--- config.mk ---
export PLATFORM = sky130hd
export DESIGN_NAME = multicycle_ctrl
export DESIGN_NICKNAME = d
export VERILOG_FILES = /design/src/rtl/multicycle_ctrl.sv
export SDC_FILE = /design/constraint.sdc
export NUM_CORES = 1
export LEC_CHECK = 0
export CAP_MARGIN = 20
export CORE_MARGIN = 3
export CORE_UTILIZATION = 44
export CTS_CLUSTER_DIAMETER = 200
export DETAILED_ROUTE_END_ITERATION = 8
export GPL_ROUTABILITY_DRIVEN = 0
export PLACE_DENSITY_LB_ADDON = 0.25
export SYNTH_ARGS = -nofsm -noshare
export SYNTH_HDL_FRONTEND = slang
export SYNTH_SLANG_ARGS = --single-unit
--- constraint.sdc ---
create_clock -name clock -period 3.4 [get_ports clock]
set_clock_uncertainty 0.15 [all_clocks]
set_input_delay 0.68 -clock clock [delete_from_list [all_inputs] [get_ports clock]]
set_output_delay 0.68 -clock clock [all_outputs]
set_load 0.1 [all_outputs]
--- src/rtl/multicycle_ctrl.sv ---
// rtl/multicycle_ctrl.sv - multi-cycle RV32I control FSM: fetch, decode, ALU/memory sequencing, retire count
module multicycle_ctrl #(
    parameter logic [31:0] RESET_PC = 32'h0000_0000
) (
    input  logic        clock,
    input  logic        reset,
    input  logic [31:0] mem_rdata,
    input  logic        mem_ready,
    input  logic        branch_taken,
    output logic        mem_req,
    output logic        mem_we,
    output logic        mem_addr_sel,
    output logic [31:0] ir,
    output logic        mdr_we,
    output logic [6:0]  opcode,
    output logic [9:0]  op,
    output logic [1:0]  alu_a_sel,
    output logic        alu_b_sel,
    output logic        rf_we,
    output logic        rf_wd_sel,
    output logic        pc_we,
    output logic        pc_sel,
    output logic        trap,
    output logic [31:0] instret
);

    localparam logic [2:0] S_FETCH   = 3'd0;
    localparam logic [2:0] S_DECODE  = 3'd1;
    localparam logic [2:0] S_EXEC    = 3'd2;
    localparam logic [2:0] S_MEM     = 3'd3;
    localparam logic [2:0] S_LOADEXT = 3'd4;
    localparam logic [2:0] S_WB      = 3'd5;
    localparam logic [2:0] S_TRAP    = 3'd6;

    localparam logic [6:0] OPC_OP     = 7'b0110011;
    localparam logic [6:0] OPC_OPIMM  = 7'b0010011;
    localparam logic [6:0] OPC_LOAD   = 7'b0000011;
    localparam logic [6:0] OPC_STORE  = 7'b0100011;
    localparam logic [6:0] OPC_BRANCH = 7'b1100011;
    localparam logic [6:0] OPC_JAL    = 7'b1101111;
    localparam logic [6:0] OPC_JALR   = 7'b1100111;
    localparam logic [6:0] OPC_LUI    = 7'b0110111;
    localparam logic [6:0] OPC_AUIPC  = 7'b0010111;

    // funct3 the ALU uses for plain address addition
    localparam logic [2:0] F3_ADDRESS = 3'b000;

    logic [2:0] state;
    logic [2:0] state_next;
    logic       legal;

    logic [6:0] opc;
    logic [2:0] f3;
    logic [6:0] f7;
    logic       is_jump;

    assign opc     = ir[6:0];
    assign f3      = ir[14:12];
    assign f7      = ir[31:25];
    assign is_jump = (opc == OPC_JAL) || (opc == OPC_JALR);

    // instruction legality check applied in DECODE
    always_comb begin
        legal = 1'b0;
        case (opc)
            OPC_OP:     legal = (f7 == 7'h00) || ((f7 == 7'h20) && ((f3 == 3'b000) || (f3 == 3'b101)));
            OPC_LOAD:   legal = (f3 != 3'b011) && (f3 != 3'b110) && (f3 != 3'b111);
            OPC_STORE:  legal = (f3 <= 3'b010);
            OPC_OPIMM, OPC_BRANCH, OPC_JAL, OPC_JALR, OPC_LUI, OPC_AUIPC: legal = 1'b1;
            default:    legal = 1'b0;
        endcase
    end

    // next-state selection
    always_comb begin
        state_next = state;
        case (state)
            S_FETCH:   state_next = mem_ready ? S_DECODE : S_FETCH;
            S_DECODE:  state_next = legal ? S_EXEC : S_TRAP;
            S_EXEC: begin
                if ((opc == OPC_LOAD) || (opc == OPC_STORE)) state_next = S_MEM;
                else if (opc == OPC_BRANCH)                  state_next = S_FETCH;
                else                                          state_next = S_WB;
            end
            S_MEM: begin
                if (mem_ready) state_next = (opc == OPC_STORE) ? S_FETCH : S_LOADEXT;
            end
            S_LOADEXT: state_next = S_WB;
            S_WB:      state_next = S_FETCH;
            S_TRAP:    state_next = S_TRAP;
            default:   state_next = S_TRAP;
        endcase
    end

    // state, instruction register and retire counter
    always_ff @(posedge clock) begin
        if (reset) begin
            state   <= S_FETCH;
            ir      <= 32'h0;
            instret <= 32'h0;
        end else begin
            state <= state_next;
            if ((state == S_FETCH) && mem_ready) ir <= mem_rdata;
            // every non-reset PC commit retires exactly one instruction
            if (pc_we) instret <= instret + 32'd1;
        end
    end

    // datapath controls decoded from state and IR; reset forces the PC load only
    always_comb begin
        mem_req      = 1'b0;
        mem_we       = 1'b0;
        mem_addr_sel = 1'b0;
        mdr_we       = 1'b0;
        opcode       = 7'h0;
        op           = 10'h0;
        alu_a_sel    = 2'd0;
        alu_b_sel    = 1'b0;
        rf_we        = 1'b0;
        rf_wd_sel    = 1'b0;
        pc_we        = 1'b0;
        pc_sel       = 1'b0;
        trap         = 1'b0;
        case (state)
            S_FETCH: mem_req = 1'b1;
            S_DECODE: opcode = opc;
            S_EXEC: begin
                opcode = opc;
                case (opc)
                    OPC_OP: op = {f3, f7};
                    OPC_OPIMM: begin
                        op        = ((f3 == 3'b001) || (f3 == 3'b101)) ? {f3, f7} : {f3, 7'b0};
                        alu_b_sel = 1'b1;
                    end
                    OPC_LOAD, OPC_STORE: begin
                        op        = {F3_ADDRESS, 7'b0};
                        alu_b_sel = 1'b1;
                    end
                    OPC_JALR: alu_b_sel = 1'b1;
                    OPC_BRANCH: begin
                        op        = {f3, 7'b0};
                        alu_a_sel = 2'd1;
                        alu_b_sel = 1'b1;
                        pc_we     = 1'b1;
                        pc_sel    = branch_taken;
                    end
                    OPC_JAL, OPC_AUIPC: begin
                        alu_a_sel = 2'd1;
                        alu_b_sel = 1'b1;
                    end
                    OPC_LUI: alu_b_sel = 1'b1;
                    default: op = 10'h0;
                endcase
            end
            S_MEM: begin
                opcode       = opc;
                op           = {F3_ADDRESS, 7'b0};
                alu_b_sel    = 1'b1;
                mem_req      = 1'b1;
                mem_addr_sel = 1'b1;
                mem_we       = (opc == OPC_STORE);
                if (mem_ready) begin
                    if (opc == OPC_STORE) pc_we  = 1'b1;
                    else                  mdr_we = 1'b1;
                end
            end
            S_LOADEXT: begin
                opcode    = OPC_LOAD;
                op        = {f3, 7'b0};
                alu_a_sel = 2'd2;
            end
            S_WB: begin
                opcode    = opc;
                rf_we     = (ir[11:7] != 5'd0);
                rf_wd_sel = is_jump;
                pc_we     = 1'b1;
                pc_sel    = is_jump;
            end
            S_TRAP:  trap = 1'b1;
            default: trap = 1'b0;
        endcase
        if (reset) begin
            mem_req      = 1'b0;
            mem_we       = 1'b0;
            mem_addr_sel = 1'b0;
            mdr_we       = 1'b0;
            opcode       = 7'h0;
            op           = 10'h0;
            alu_a_sel    = 2'd0;
            alu_b_sel    = 1'b0;
            rf_we        = 1'b0;
            rf_wd_sel    = 1'b0;
            pc_we        = 1'b1;
            pc_sel       = 1'b0;
            trap         = 1'b0;
        end
    end

endmodule
## After elaboration in Yosys (flattened, before gate mapping)

Cells that the tools add are included.

| storage, ports and cells | value |
|---|---|
| output and inout bits | 93 |
| bits in registers | 67 |

| operators by class | value |
|---|---|
| reductions and logical operators | 18 |
| magnitude comparators | 1 |
| equality and inequality tests | 22 |
| $add $sub $neg | 1 |
| mux-type cells | 44 |

Operators by type and width:

| operator | count |
|---|---|
| $add 32x1->32 const B | 1 |
| $pmux 10 s3 | 1 |
| $eq 7x6->1 const B | 4 |
| $mux 1 | 26 |
| $eq 7x7->1 const B | 3 |
| $pmux 10 s2 | 1 |
| $pmux 3 s6 | 1 |
| $mux 3 | 5 |
| $eq 7x5->1 const B | 2 |
| $mux 7 | 2 |
| $pmux 7 s2 | 1 |
| $eq 3x3->1 const B | 4 |
| $mux 10 | 1 |
| $reduce_or 8->1 | 1 |
| $eq 7x2->1 const B | 1 |
| $logic_not 7->1 | 1 |
| $eq 3x1->1 const B | 2 |
| $eq 3x2->1 const B | 2 |
| $logic_not 3->1 | 2 |
| $ne 3x3->1 const B | 2 |
| $reduce_or 6->1 | 1 |
| $logic_or 1x1->1 | 5 |
| $reduce_bool 5->1 | 1 |
| $logic_and 1x1->1 | 4 |
| other kinds (11) | 12 |

## Logic depth before layout (Yosys ltp)

Gate-level depths: netlist (run 1).

| depth | value |
|---|---|
| depth after elaboration | 7 |
| gate-level depth with buffers | 8 |
| mapped depth without buffers | 5 |

## Worst setup path after synthesis (run 1)

No wires, ideal clock.

| path | value |
|---|---|
| path type | register to output |
| start point | register ir[4] |
| end point | output port alu_a_sel[0] |
| required time | 2570 ps |
| stages on the path, launching flop included | 7 |
| arrival | 4809 ps |
| path slack | -2239 ps |
| cells stage by stage | dfxtp_1 -> buf_2 -> nand2b_1 -> or3_2 -> o21ai_0 -> a21oi_1 -> nor4_1 |

| on the way | value |
|---|---|
| longest elaborated chain between the ends | 5 |
| elaborated cells on any way between the ends | 7 |
| those cells by class | eq/ne (3); mux (3); reduce/logical (1) |

RTL lines:

| what | RTL line | source |
|---|---|---|
| from (decl) | 13 | `output logic [31:0] ir,` |
| from (signal assigned) | 103 | `if ((state == S_FETCH) && mem_ready) ir <= mem_rdata;` |
| $eq 7x7->1 or $eq 7x5->1 (tied branches) | 129 | `case (opc)` |
| $reduce_or 3->1 (no source line) * | -- |  |
| $mux 1 * | 129 |  |
| $pmux 2 s2 * | 124 | `case (state)` |
| $mux 2 * | 182 | `if (reset) begin` |
| to (decl) | 17 | `output logic [1:0] alu_a_sel,` |

Mark *: on every way between the ends. The rest lies on a longest branch, timed or not.

## Worst setup path in the final report (run 1)

| path | value |
|---|---|
| start point | register state[0] |
| end point | output port pc_we |

| on the way | value |
|---|---|
| longest elaborated chain between the ends | 3 |
| elaborated cells on any way between the ends | 5 |
| those cells by class | eq/ne (3); mux (2) |

RTL lines:

| what | RTL line | source |
|---|---|---|
| from (decl) | 48 | `logic [2:0] state;` |
| from (signal assigned) | 102 | `state <= state_next;` |
| $eq 3x3->1 or $eq 3x2->1 (tied branches) | 124 |  |
| $pmux 1 s3 * | 124 |  |
| $mux 1 * | 182 |  |
| to (decl) | 21 | `output logic pc_we,` |

Marks and branches as above.

==> results of run 1 <==
==> registers in the layout, indices dropped and copies added, names as in the netlist <==
| signal | flops |
|---|---|
| instret | 32 |
| state | 3 |
| ir | 32 |
==> cell type report <==
| cell class | count | share of cell area, % |
|---|---|---|
| multi-input cells | 330 | 38.4 |
| repair buffers | 137 | 28.5 |
| clock buffers | 10 | 2.67 |
| well taps | 99 | 2.40 |
| clock inverters | 6 | 1.26 |
| flip-flops and latches | 67 | 26.1 |
| inverters | 9 | 0.654 |
==> stage by stage <==
| step | worst slack [ns] | instances |
|---|---|---|
| floorplan | -0.494 | 434 |
| global placement | 0.274 | 642 |
| detailed placement | 0.245 | 642 |
| CTS | 0.231 | 658 |
| global route | 0.0633 | 658 |
| finish | 0.200 | 658 |
==> how the worst max path moves through the flow <==
stage / slack, ns / start / to / cells after the start
2_1_floorplan: -0.49 / reset / opcode[0] / 5
4_1_cts: 0.23 / ir[4] / alu_b_sel / 6
6_report: 0.20 / state[0] / pc_we / 4
5_1_grt: 0.06 / state[0] / pc_we / 4
3_3_place_gp: 0.27 / mem_ready / pc_we / 5
3_5_place_dp: 0.24 / mem_ready / instret[31] / 6
==> critical path, cell delays in order, from the launching register on <==
cell      delay [ns]
dfxtp_1         0.69
nand2b_1        0.38
o41a_1          0.48
nand3_1         0.24
buf_12          0.23
==> metal layers <==
layer	GRT usage, %	wire length (microns)	up-vias
met2	40.3	5100	127
li1	-	-	1782
met4	4.93	69	0
met5	0	0	-
met3	7.69	795	8
met1	29.4	4270	1703
==> cell families (layout without fill, tap and decap cells) <==
logic type | count (synthesis) | after routing | synth area share (%)
flops | 67 | 67 | 39.3
mux | 2 | 2 | 0.659
fa+ha+maj | 1 | 1 | 0.366
compound gates | 107 | 107 | 19.6
buf+inv | 37 | 162 | 4.76
simple gates | 205 | 205 | 31.5
xor+xnor | 15 | 15 | 3.84
==> cells in the mapped netlist, drive strengths merged, types with 7 or more instances <==
| master | count | share of area, % |
|---|---|---|
| nand2 | 80 | 8.8 |
| dfxtp | 67 | 39 |
| a21oi | 56 | 8.2 |
| nor2 | 28 | 3.1 |
| o21ai | 19 | 2.8 |
| and2 | 17 | 3.1 |
| clkbuf | 17 | 1.9 |
| nand3 | 13 | 1.9 |
| buf | 11 | 1.9 |
| inv | 9 | 0.99 |
| or3 | 9 | 1.7 |
| nand4 | 8 | 1.5 |
| xnor2 | 8 | 2.1 |
| xor2 | 7 | 1.8 |
==> report_power, final <==
group	leakage, nW	switching, mW	internal [mW]	total [mW]
Clock	0.102	0.318	0.358	0.676
Sequential	0.547	0.0995	0.845	0.945
Combinational	1.33	0.688	0.248	0.936
Total	1.98	1.11	1.45	2.56
==> results by group, run 1 <==
Yosys
  – Synth Net Count: 471
  – Mapped cell area: 0.00342 sq mm
  – Yosys warns: 0
  – Register area share after synthesis: 39.3%
  – Post-synth EDFFs: 0
  – Predominant post-synthesis flop cell: dfxtp_1
  – Flops & latches, synth: 67
  – Cell count after synthesis: 434
  – Async set or reset register ratio after synthesis: 0%
  – Synth cell types: 54
  – Mapped Avg Cell Area: 7.87 sq um

Drt
  – Vias: 3620
  – DRT iter0 DRCs: 196
  – Remaining antenna violation count: 0
  – WL/cell: 15.5 microns
  – DR pass1 iterations: 4
  – DRC violations left: 0
  – Via density per instance: 5.50
  – Final WL: 10.2 mm

Layout
  – Antenna diode count: 0
  – Register Area: 0.00135 sq mm
  – FILL cells: 592
  – Most frequent cells in the layout: nand2_1, buf_4, dfxtp_1
  – Syn-to-layout area delta: 51.1%
  – Post-route design area: 0.00516 sq mm
  – Share of post-route cells with drive strength above 1: 27.2%
  – Multi-input gate area: 0.00198 sq mm
  – Nets: 591
  – Commonest non-fill, non-tap cell in the layout: nand2_1
  – Final Core Density: 69.7%

Power
  – Pwr/cell area: 495 mW/mm^2
  – Maximum vdd ir drop: 0.000375 V
  – Pleak: 1.98 nW
  – Power, Total: 2.56 mW

STA
  – Hold Vio Cnt, Final: 0
  – Final Slew Violations: 0
  – Worst Max-Slew Pin Slew: 0.676 ns
  – Maximum clock rate: 313 MHz
  – Final min period: 3.20 ns
  – Slew HR: 54.7%
  – Setup_tns: 0 ns
  – Fin crit share: 94.1%
  – Count of final setup violators: 0
  – Hold slack: 0.310 ns
  – RSZ-0062 raised after global routing: false

Setup path
  – RR Endpoint: instret[31]
  – Reg-to-reg startpoint: state[1]
  – Count of cells along the worst register-to-register path: 5
  – CP Class: flip-flop to output pin
  – Arr. time, crit path: 2.37 ns
  – Worst Path Required: 2.57 ns
  – CP Max Fanout: 17
  – Worst Setup Start Kind: flip-flop
  – Crit end category: output pin
  – Internal reg-to-reg setup slack: 0.58 ns

Clock tree
  – Hold-fix buffers, CTS: 0
  – CTS Root Cell: clkbuf_8
  – Post-CTS Setup Bufs: 0
  – Clock latency on the worst-skew pair: 0.35 ns
  – Post_cts resized: 0
  – Clock sinks: 67
  – H-tree Lvls: 3
  – Max Root-Sink Buffers: 2
  – Num CTS Buffers: 9
  – CTS clock-pin slew for the worst setup and hold paths: 0.08 ns
  – CTS tree: done

Worst hold path
  – Worst Hold Endpoint: ir[21]
  – Hold Crit Depth: 2
  – Hold wc startpoint: ir[21]
  – Hold Crit Class: flip-flop to flip-flop

GRT
  – Initial antenna violation count: 0
  – Vias in the first global route: 3405
  – Global route overflow: 0
  – GRT Total Usage: 23.8%
  – Pin count of the biggest net entering global routing: 33
  – First-pass GRT wire length: 16.9 mm

Placement
  – DP HPWL: 7.48 mm
  – DP Area: 0.00496 sq mm
  – IO Port Bufs: 128

Job
  – Total of max-cap violations: 0

Floorplanning
  – Die area: 0.00886 sq mm
  – Die height: 94.1 microns
  – Core area: 0.00741 sq mm
  – Row count: 31
  – Starting density of the core: 46.1%
  – Top-Level Pins: 129
  – Die width: 94.1 microns

Outcome
  – Status: finished, final reports clean
No activity file was read; power rests on OpenSTA's default activity.
==> run 2: changes to the inputs <==
--- a/constraint.sdc
+++ b/constraint.sdc
@@ -3,3 +3,3 @@
 set_input_delay 0.68 -clock clock [delete_from_list [all_inputs] [get_ports clock]]
 set_output_delay 0.68 -clock clock [all_outputs]
-set_load 0.1 [all_outputs]
+set_load 0.01 [all_outputs]
==> results by group, run 2 (synthesized netlist as in run 1, its figures left out) <==
Drt
  – Via density per instance: 5.49 (-0.28%)
  – Final WL: 10.4 mm (+1.4%)
  – DR pass1 iterations: 5 (+1)
  – DRC violations left: 0 (unchanged)
  – Remaining antenna violation count: 0 (unchanged)
  – WL/cell: 15.5 microns (-0.53%)
  – Vias: 3681 (+1.7%)
  – DRT iter0 DRCs: 165 (-16%)

Floorplanning
  – Starting density of the core: 46.1% (unchanged)
  – Die width: 94.1 microns (unchanged)
  – Core area: 0.00741 sq mm (unchanged)
  – Die height: 94.1 microns (unchanged)
  – Row count: 31 (unchanged)
  – Top-Level Pins: 129 (unchanged)
  – Die area: 0.00886 sq mm (unchanged)

Power
  – Clock share of power: 38.5% (+12 points)
  – Pwr/cell area: 455 mW/mm^2 (-8.2%)
  – Psw: 0.671 mW (-39%)
  – Maximum vdd ir drop: 0.000335 V (-11%)
  – Seq pwr share: 39.7% (+2.7 points)
  – Combinational power share: 21.8% (-15 points)
  – Switching Share: 28.7% (-15 points)
  – Power, Total: 2.34 mW (-8.6%)
  – Internal Pwr Total: 1.66 mW (+15%)
  – Pleak: 1.79 nW (-9.7%)

Layout
  – Antenna diode count: 0 (unchanged)
  – Post-route design area: 0.00514 sq mm (-0.53%)
  – Final Core Density: 69.3% (-0.37 points)
  – Nets: 604 (+2.2%)
  – Top Registers: instret x32, ir x32, state x3
  – Syn-to-layout area delta: 50.3%
  – Non-Filler Instances: 671 (+2.0%)
  – Share of post-route cells with drive strength above 1: 9.27% (-18 points)
  – FILL cells: 593 (+0.17%)
  – Commonest non-fill, non-tap cell in the layout: clkdlybuf4s50_1
  – Most frequent cells in the layout: clkdlybuf4s50_1, nand2_1, dfxtp_1

Clock tree
  – CTS tree: done
  – Max Root-Sink Buffers: 2 (unchanged)
  – Clock latency on the worst-skew pair: 0.35 ns (about the same)
  – Num CTS Buffers: 9 (unchanged)
  – CTS clock-pin slew for the worst setup and hold paths: 0.08 ns (about the same)
  – H-tree Lvls: 3 (unchanged)
  – Clock sinks: 67 (unchanged)
  – CTS Root Cell: clkbuf_8

STA
  – Count of final setup violators: 0 (unchanged)
  – Maximum clock rate: 305 MHz (-2.3%)
  – Worst setup margin: 0.126 ns (-0.0746 ns)
  – Hold Vio Cnt, Final: 0 (unchanged)
  – Slew HR: 56.9% (+2.2 points)
  – Setup_tns: 0 ns (unchanged)
  – Worst Max-Slew Pin Slew: 0.645 ns (-0.0309 ns)
  – Hold slack: 0.309 ns (-0.00115 ns)
  – Final min period: 3.27 ns (+0.0746 ns)
  – Final Slew Violations: 0 (unchanged)
  – Fin crit share: 96.3% (+2.2 points)

Outcome
  – Status: finished, final reports clean

Setup path
  – Crit-path cells: nand2b_2 -> nand2_1 -> nand3b_1 -> a211oi_1 -> and2_1 -> clkdlybuf4s50_1
  – Internal reg-to-reg setup slack: 0.58 ns (about the same)
  – CP Max Fanout: 10 (-7)
  – Arr. time, crit path: 2.44 ns (+0.07 ns)
  – CP Class: flip-flop to output pin
  – Crit end category: output pin
  – Worst Setup Start Kind: flip-flop
  – CP max-delay cell: clkdlybuf4s50_1
  – Worst path max stage delay: 0.53 ns (-0.16 ns)
  – Worst Path Required: 2.57 ns (about the same)

Worst hold path
  – Hold Crit Class: flip-flop to flip-flop

GRT
  – Initial antenna violation count: 0 (unchanged)
  – Pin count of the biggest net entering global routing: 33 (unchanged)
  – First-pass GRT wire length: 16.5 mm (-1.8%)
  – GRT Total Usage: 23.6% (-0.23 points)
  – Global route overflow: 0 (unchanged)
  – Vias in the first global route: 3408 (+0.088%)

Placement
  – DP Area: 0.00483 sq mm (-2.6%)
  – DP Worst Slack: 0.218 ns (-0.0267 ns)
  – IO Port Bufs: 128 (unchanged)
  – DP HPWL: 7.51 mm (+0.43%)
  – Inst Count DP: 651 (+1.4%)

Job
  – Total of max-cap violations: 0 (unchanged)
[run 2: cell types whose count changed in the layout (fill, tap and decap cells not counted), moves of 3 or more]
cell	delta
and2_1	+10
bufinv_16	+3
clkdlybuf4s50_1	+92
dfxtp_1	+4
buf_4	-51
dfxtp_2	-4
buf_12	-29
and2_2	-10
[run 2: worst max-delay path, delay by kind of cell, from the launching register on]
family	cells	cell delay (ns)
AND/OR/NAND/NOR	4	0.66
flip-flops	1	0.44
buffers and inverters	1	0.53
AO/OA/AOI/OAI	1	0.46
[run 2: power groups by stage]
stage | sequential (mW) | clock (mW) | combinational (mW)
floorplan | 0.926 | 0 | 0.260
global placement | 0.936 | 0 | 0.501
detailed placement | 0.941 | 0 | 0.508
CTS | 0.924 | 0.908 | 0.511
global route | 0.936 | 0.946 | 0.557
finish | 0.927 | 0.899 | 0.510
[run 2: path summary, 6_finish.rpt]
path / startpoint / to / depth (start not counted)
worst max register to register: ir[2] / instret[31] / 7
worst min-delay path: ir[18] / ir[18] / 2
worst max-delay path: ir[6] / op[7] / 6
worst min register to register: ir[18] / ir[18] / 2
[run 2: repair_timing]
action,CTS,global route
setup endpoints to repair,0,11
hold buffers,0,0
resized for setup,0,3
buffers inserted,0,4
[run 2: final cells by class]
class	instances	area [sq um]	area share [%]
well taps	99	124	2.41
repair buffers	150	1440	28.1
clock buffers	9	124	2.41
inverters	9	33.8	0.658
clock inverters	7	146	2.85
flip-flops and latches	67	1340	26.1
multi-input cells	330	1920	37.4
[run 2: layer usage]
| layer | GRT usage, % | wire length, microns |
|---|---|---|
| met5 | 0 | 0 |
| met4 | 6.98 | 210 |
| met3 | 8.41 | 810 |
| met2 | 39.1 | 5030 |
| met1 | 28.5 | 4320 |
==> run 3: changes to the inputs <==
CAP_MARGIN = 10   (was 20)
==> results of run 3 <==
Final layout, timing and power as in run 2 (identical DEF).
==> patch, RTL diff (settings of run 2) <==
Make the reset (`reset`) asynchronous in one clocked block.
--- a/src/rtl/multicycle_ctrl.sv
+++ b/src/rtl/multicycle_ctrl.sv
@@ -93,7 +93,7 @@
     end
 
     // state, instruction register and retire counter
-    always_ff @(posedge clock) begin
+    always_ff @(posedge clock or posedge reset) begin
         if (reset) begin
             state   <= S_FETCH;
             ir      <= 32'h0;
Check against the original RTL: differs if reset is asserted again (counterexample within 4 cycles, from zero or initial values and one cycle with reset high); with reset held inactive, the same outputs for 10 cycles.
==> patch against run 2 <==
Total power down 19%; synthesized cell count fell by 28%; area after synthesis shrank 1.8%; routed wire length decreased by 13%; final area is 2.9% lower; sequential share of layout area up 7.5 points; sequential cell count stayed put; setup slack got worse by 0.036 ns; worst hold slack improved by 0.0060 ns; critical endpoint is now pc_we; largest cell class is now flip-flops and latches; highest routed layer unchanged.
==> patch: results (changes against run 2) <==
Placement
  • Final HPWL DP: 6.605 mm (-12%)
  • Placed cell area: 4772 um^2 (-1.2%)
  • Port Buffers: 128 (unchanged)

Route
  • Pre-antenna DRT Iters: 4 (-1)
  • Starting DRT DRC Count: 168 (+1.8%)
  • Drt wl/cell: 16.33 um (+5.6%)
  • DR vias/cell: 5.305 (-3.3%)

Global route
  • First-pass GRT wire length: 14.86 mm (-10%)
  • Largest net degree at the start of global routing: 68 (+110%)
  • All-Layer GR Usage: 21.73% (-1.8 points)
  • Initial antenna violation count: 0 (unchanged)
  • Vias in the first global route: 2,919 (-14%)

Layout
  • Layout cells sized above 1: 14.60% (+5.3 points)
  • Ant. Diodes: 0 (unchanged)
  • Nets: 486 (-20%)
  • Regs by FF count: instret (32), ir (32), state (3)

CTS
  • H-tree depth: 3 (unchanged)
  • Clk buf depth: 2 (unchanged)
  • Worst-Skew Late Latency: 0.33 ns (-0.02 ns)
  • Clk root buf: clkbuf_8
  • CTS buffer count: 9 (unchanged)
  • Post-CTS Setup Inserts: 0 (unchanged)
  • CTS clock-pin slew for the worst setup and hold paths: 0.07 ns

Power
  • P_int: 1.366 mW (-18%)
  • Worst IR Drop VDD: 0.3851 mV (+15%)
  • Leak: 2.073 nW (+16%)

Logic synthesis
  • Commonest register cell after synthesis: dfrtp_1
  • Post-synth ARST share: 100.0% (+100 points)
  • Synth top area cells: dfrtp_1 (50%), mux2_2 (10%), xnor2_1 (5.0%)
  • Yosys warns: 0 (unchanged)
  • Seq/Total Area, Yosys: 49.98% (+11 points)
  • Post-Synthesis Net Count: 351 (-25%)
  • Yosys cell types: 45 (-17%)
  • Commonest cells post-synth: dfrtp_1 (67), mux2_2 (30), nand2_1 (24)

Critical path
  • Critical R2R Launch: ir[4]
  • Critical Path Start: mem_ready
  • Critical-path maximum fanout: 2 (-8)
  • Crit path DAT: 2.48 ns (+0.04 ns)
  • Reg2reg path depth: 6 (-1)

Worst hold path
  • Hold Path Class: reg2reg
  • Hold Crit Depth: 1 (-1)
  • Hold Crit Start: instret[31]

Run status
  • Outcome: finished, final reports clean

STA
  • Worst Max-Slew Pin Slew: 0.8237 ns (+0.1787 ns)
[patch: changes by cell type in the layout (fill, tap and decap cells not counted), moves of 11 or more]
cell,run 2,this run
a21oi_1,56,6
dfrtp_1,0,65
dfxtp_1,66,0
mux2_2,2,30
nand2_1,80,24
nor2_1,28,16
o21ai_0,18,7
xnor2_1,8,19
[patch: routing by layer]
layer	GRT usage, %	routed length (um)
met5	0	0
met4	9.646	133
met3	3.057	622
met2	34.72	4423
met1	29.43	3818
[patch: through the flow]
step / cells / setup WS (ns) / TNS [ns]
after floorplan: 314 / -0.1774 / -0.1774
after global placement: 537 / -0.03217 / -0.1853
after detailed placement: 537 / -0.1122 / -0.5955
after CTS: 551 / 0.02398 / 0
after global routing: 551 / 0.005187 / 0
final: 551 / 0.08968 / 0
[patch: layout make-up]
type                            count  area [um^2]
Clock buffer                       12        155.1
Fill cell                         555         2342
Multi-Input combinational cell    225         1605
Clock inverter                      2        12.51
Inverter                            6        26.28
Sequential cell                    67         1679
Timing Repair Buffer              140         1386
Tap cell                           99        123.9
[patch: power by group through the flow]
stage          registers, mW  logic, mW  clock network, mW
2_1_floorplan          0.960      0.151                  0
3_3_place_gp           0.959      0.359                  0
3_5_place_dp           0.961      0.366                  0
4_1_cts                0.949      0.370              0.594
5_1_grt                0.963      0.393              0.629
6_report               0.950      0.366              0.572
[patch: path summary, 6_finish.rpt]
path	endpoint	slack (ns)
setup / recovery	pc_we	0.09
hold / removal	instret[31]	0.31
setup reg to reg	instret[14]	0.88
hold reg to reg	instret[31]	0.31
max in group asynchronous	ir[6]	1.50
min in group asynchronous	instret[11]	1.03
[patch: cells by family after synthesis]
| family | Yosys count | synth area share, % |
|---|---|---|
| xor+xnor | 33 | 8.616 |
| buf+inv | 22 | 3.282 |
| mux | 30 | 10.07 |
| fa+ha+maj | 2 | 0.6713 |
| simple gates | 135 | 22.53 |
| flops | 67 | 49.98 |
| compound gates | 25 | 4.849 |
[patch: worst max-delay path, stage by stage]
cell	delay, ns
clkdlybuf4s50_1	0.51
nand3_1	0.08
or4_1	0.41
and3_4	0.21
inv_2	0.06
clkdlybuf4s50_1	0.54
[patch: timing repair]
| item | in CTS | in global routing |
|---|---|---|
| gates resized for setup | 2 | 9 |
| setup endpoints to repair | 7 | 7 |
| hold endpoints to repair | 0 | 0 |
| hold buffers | 0 | 0 |
